$ cat src/rtl/seq_detect_pkg.sv
// Shared limits and the elaboration-time next-state rule for seq_detect_param.
package seq_detect_pkg;

    localparam int PAT_W_MIN = 2;
    localparam int PAT_W_MAX = 16;
    localparam int CNT_W_MIN = 1;
    localparam int CNT_W_MAX = 32;

    // Longest prefix of the pattern that is a suffix of (first p pattern bits, then x).
    // pattern[pat_w-1] is the first bit received. From a full match the pattern itself
    // is the prefix source when overlapping, otherwise the search restarts from empty.
    function automatic int next_state(input int p, input logic x,
                                      input logic [PAT_W_MAX-1:0] pattern,
                                      input int pat_w, input int overlap);
        logic [PAT_W_MAX:0] s;
        int                 base;
        int                 len;
        int                 best;
        logic               ok;
        if (p >= pat_w && overlap == 0) base = 0;
        else                            base = p;
        len = base + 1;
        s   = '0;
        for (int i = 0; i < PAT_W_MAX; i++) begin
            if (i < base) s[5'(i)] = pattern[4'(pat_w - 1 - i)];
        end
        s[5'(base)] = x;
        best = 0;
        for (int j = 1; j <= PAT_W_MAX; j++) begin
            if (j <= len && j <= pat_w) begin
                ok = 1'b1;
                for (int i = 0; i < PAT_W_MAX; i++) begin
                    if (i < j && s[5'(len - j + i)] != pattern[4'(pat_w - 1 - i)]) ok = 1'b0;
                end
                if (ok) best = j;
            end
        end
        return best;
    endfunction

endpackage

$ cat src/rtl/seq_detect_param_match_cnt.sv
// Saturating, enable-gated match counter with synchronous active-high clear.
module seq_match_cnt #(
    parameter int CNT_W = 8
) (
    input  logic             i_clk,
    input  logic             i_clr,
    input  logic             i_en,
    output logic [CNT_W-1:0] o_cnt
);

    logic [CNT_W-1:0] r_cnt;

    // Count enabled events, parking at all-ones instead of wrapping.
    always_ff @(posedge i_clk) begin
        if (i_clr)                     r_cnt <= '0;
        else if (i_en && r_cnt != '1)  r_cnt <= r_cnt + 1'b1;
    end

    assign o_cnt = r_cnt;

endmodule

$ cat src/rtl/seq_detect_param.sv
// Parameterised serial pattern detector (Moore), KMP-style progress tracking.
// Optional feature macro: SEQDET_MATCH_CNT_EN enables the match counter;
// without it match_cnt is tied to zero.
//
// state            | meaning
// -----------------+------------------------------------------------
// ST_IDLE (P=0)    | no pattern prefix matched
// P=1..PAT_W-1     | last P consumed bits equal first P pattern bits
// ST_FULL (P=PAT_W)| complete match, Z high
module seq_detect_param
    import seq_detect_pkg::*;
#(
    parameter int               PAT_W   = 3,
    parameter logic [PAT_W-1:0] PATTERN = 3'b101,
    parameter int               OVERLAP = 1,
    parameter int               CNT_W   = 8
) (
    input  logic                       Clk,
    input  logic                       Clr,
    input  logic                       X,
    input  logic                       X_vld,
    output logic                       Z,
    output logic [$clog2(PAT_W+1)-1:0] prog,
    output logic [CNT_W-1:0]           match_cnt
);

    localparam int                      PW      = $clog2(PAT_W + 1);
    localparam logic [PW-1:0]           ST_IDLE = '0;
    localparam logic [PW-1:0]           ST_FULL = PW'(PAT_W);
    localparam logic [PAT_W_MAX-1:0]    PAT16   = PAT_W_MAX'(PATTERN);

    if (PAT_W < PAT_W_MIN || PAT_W > PAT_W_MAX) begin : g_bad_pat_w
        $error("seq_detect_param: PAT_W out of range 2..16");
    end
    if (CNT_W < CNT_W_MIN || CNT_W > CNT_W_MAX) begin : g_bad_cnt_w
        $error("seq_detect_param: CNT_W out of range 1..32");
    end

    logic [PW-1:0] w_nxt0 [0:PAT_W];
    logic [PW-1:0] w_nxt1 [0:PAT_W];
    logic [PW-1:0] w_p_next;
    logic [PW-1:0] r_p;

    // Next-state table, fully resolved from the parameters at elaboration.
    for (genvar g = 0; g <= PAT_W; g++) begin : g_tbl
        localparam logic [PW-1:0] NXT0 = PW'(next_state(g, 1'b0, PAT16, PAT_W, OVERLAP));
        localparam logic [PW-1:0] NXT1 = PW'(next_state(g, 1'b1, PAT16, PAT_W, OVERLAP));
        assign w_nxt0[g] = NXT0;
        assign w_nxt1[g] = NXT1;
    end

    assign w_p_next = X ? w_nxt1[r_p] : w_nxt0[r_p];

    // Progress register: clear dominates, otherwise advance only on valid bits.
    always_ff @(posedge Clk) begin
        if (Clr)        r_p <= ST_IDLE;
        else if (X_vld) r_p <= w_p_next;
    end

    assign Z    = (r_p == ST_FULL);
    assign prog = r_p;

`ifdef SEQDET_MATCH_CNT_EN
    logic w_hit;
    assign w_hit = X_vld && (w_p_next == ST_FULL);

    seq_match_cnt #(.CNT_W(CNT_W)) u_match_cnt (
        .i_clk (Clk),
        .i_clr (Clr),
        .i_en  (w_hit),
        .o_cnt (match_cnt)
    );
`else
    assign match_cnt = '0;
`endif

endmodule

$ cat config.mk
export PLATFORM = sky130hd
export DESIGN_NAME = seq_detect_param
export DESIGN_NICKNAME = d
export VERILOG_FILES = /design/src/rtl/seq_detect_pkg.sv /design/src/rtl/seq_detect_param_match_cnt.sv /design/src/rtl/seq_detect_param.sv
export SDC_FILE = /design/constraint.sdc
export NUM_CORES = 1
export LEC_CHECK = 0
export BUFFER_PORTS_ARGS = -buffer_cell sky130_fd_sc_hd__buf_2
export CAP_MARGIN = 40
export CORE_AREA = 10 10 47 49
export DETAILED_ROUTE_END_ITERATION = 8
export DIE_AREA = 0 0 57 59
export GPL_ROUTABILITY_DRIVEN = 0
export GPL_TIMING_DRIVEN = 0
export PLACE_DENSITY_LB_ADDON = 0.25
export SLEW_MARGIN = 15
export SYNTH_ARGS = -nofsm -noshare
export SYNTH_HDL_FRONTEND = slang
export SYNTH_HIERARCHICAL = 1
export SYNTH_SLANG_ARGS = --single-unit
$ cat constraint.sdc
create_clock -name Clk -period 1.6 [get_ports Clk]
set_input_delay 0.32 -clock Clk [delete_from_list [all_inputs] [get_ports Clk]]
set_output_delay 0.32 -clock Clk [all_outputs]
set_load 0.03 [all_outputs]
==> metrics.txt <==
hold_buf cts 0; Pins Over Slew Limit 0; Achievable Freq 817 MHz; max-cap violations 0; TritonRoute pass-1 iters 2; outcome completed; FP Rows 14; Die H 59 um; layout cells sized above 1 48.6%; Max Clock Skew 3.52 ps; Worst-path clk slew 30 ps; vias 129; Hold Path Origin Clr; min cycle time layout 1220 ps; # resized after CTS 0; wl on met1 152 um; worst min path class in -> reg; area occupied by multi-input gates 73.8 um2; fin area 250 um2; Yosys reg bits 2; Peak VDD IR 0.161 mV; vias in the first global route 141; Max clock buf depth 2; Initial Utilization 10.8%; max FFs per register 2; Crit Path Category reg -> out; pre-CTS worst setup slack 600 ps; critical path data arrival time 900 ps; Yosys warning count 6; root buffer cell clkbuf_4; register area 40.0 um2; DR WL/cell 7.45 um; syn_area_per_cell 7.97 um2; Final Hold Fails 0; DP Area 228 um2; cts bufs inserted 3; GRT Util Overall 2.59%; CP startpoint prog[0]$_SDFFE_PP0P_; CTS Sinks 2; global-route wire length before repair 614 um; post-synth top area share 39.7%; CP max FO 5; Diodes inserted 0; die area 3360 um2; final setup margin 376 ps; cell taking the most area after synthesis buf_4; pin count of the biggest net entering global routing 6; Synth area leaders buf_4 40%, dfxtp_1 26%, mux2i_1 6.6%; total congestion overflow 0; Routed Wire Length 380 um; Residual DRC 0; Final ANT Viol Nets 0; met2 wire length 175 um; Post-layout nets 41; setup TNS 0 ps; Fill cells 165; Util after Layout 17.9%; Setup Buffers After CTS 0; CTS tree built; Syn Inst Count 19; DRT iter0 DRCs 3; Max H-tree Level 1; port bufs 6; Synth cell types 11; Leak 0.149 nW; core box area 1400 um2; Top Metal Used met3; final cell count without fillers 51; Synth-to-Final Area Change 65.3%; register area share after synthesis 26.4%; Critical Path Sink Type output port; antenna violations before repair 0; Detail Placement HPWL 336 um; final setup vio count 0; worst r2r src prog[0]$_SDFFE_PP0P_; Mapped Area 151 um2; fin crit share 76.5%; placed insts 48; met3 wire len 51 um; Crit path required time 1280 ps; Die W 57 um; power per standard cell area 888 nW/um2; startpoint types register; I/O pins 15; vias per inst 2.53; RSZ-0062 raised after global routing no; Skew-Pair Late Insertion Delay 220 ps
==> per-stage QoR <==
stage	hold slack [ps]	power, W
floorplan	389	0.000104
global placement	496	0.000112
detailed placement	491	0.000112
CTS	262	0.000229
global route	268	0.000238
finish	268	0.000222
==> synth_stat cells <==
cell	number
buf_4	8
dfxtp_1	2
a21oi_1	1
and2_1	1
conb_1	1
inv_1	1
mux2i_1	1
nand3b_1	1
nor2_1	1
nor2b_1	1
o21ai_1	1
==> critical path, cell delays in order (launching register included) <==
cell and delay [ps]:
dfxtp_1 360, and2_1 130, buf_2 190
==> kinds of logic after synthesis <==
family	share of synthesized area, %
other	2.48
AOI/OAI and AO/OA	6.61
muxes	6.61
buffers and inverters	42.1
and+or+nand+nor	15.7
DFF	26.4
==> worst paths after layout <==
kind / endpoint / slack (ps) / cells past startpoint
hold / removal: prog[1]$_SDFFE_PP0P_ / 270 / 2
setup reg to reg: prog[1]$_SDFFE_PP0P_ / 880 / 3
setup / recovery: Z / 380 / 2
hold reg to reg: prog[1]$_SDFFE_PP0P_ / 490 / 2
==> where the power goes <==
group | leakage [nW] | internal (W) | switching [W] | total (W)
combinational | 0.119 | 0.0000205 | 0.0000371 | 0.0000576
sequential | 0.0164 | 0.0000524 | 0.00000188 | 0.0000543
clock | 0.0138 | 0.0000827 | 0.0000277 | 0.000110
total | 0.149 | 0.000156 | 0.0000667 | 0.000222
==> per-layer routing <==
metal	vias up	global-route usage (%)
met2	7	3.26
met5	-	0
met4	0	2.01
li1	77	-
met1	45	2.25
met3	0	3.00
==> cell type report <==
cell class                 instances  share of cell area [%]
sequential                         2                    16.0
buffer                             8                    24.0
tap                               16                    8.00
inverter                           1                    1.50
clock buffer                       3                    9.00
multi-input combinational         15                    29.5
timing repair buffer               6                    12.0
==> placed cells by master, fill, tap and decap left out, drive strengths merged <==
master / count
mux2i: 1
inv: 1
clkbuf: 3
o21ai: 1
nor2: 1
conb: 8
and2: 1
a21oi: 1
dfxtp: 2
nand3b: 1
nor2b: 1
buf: 14
No activity file was read; power rests on OpenSTA's default activity.
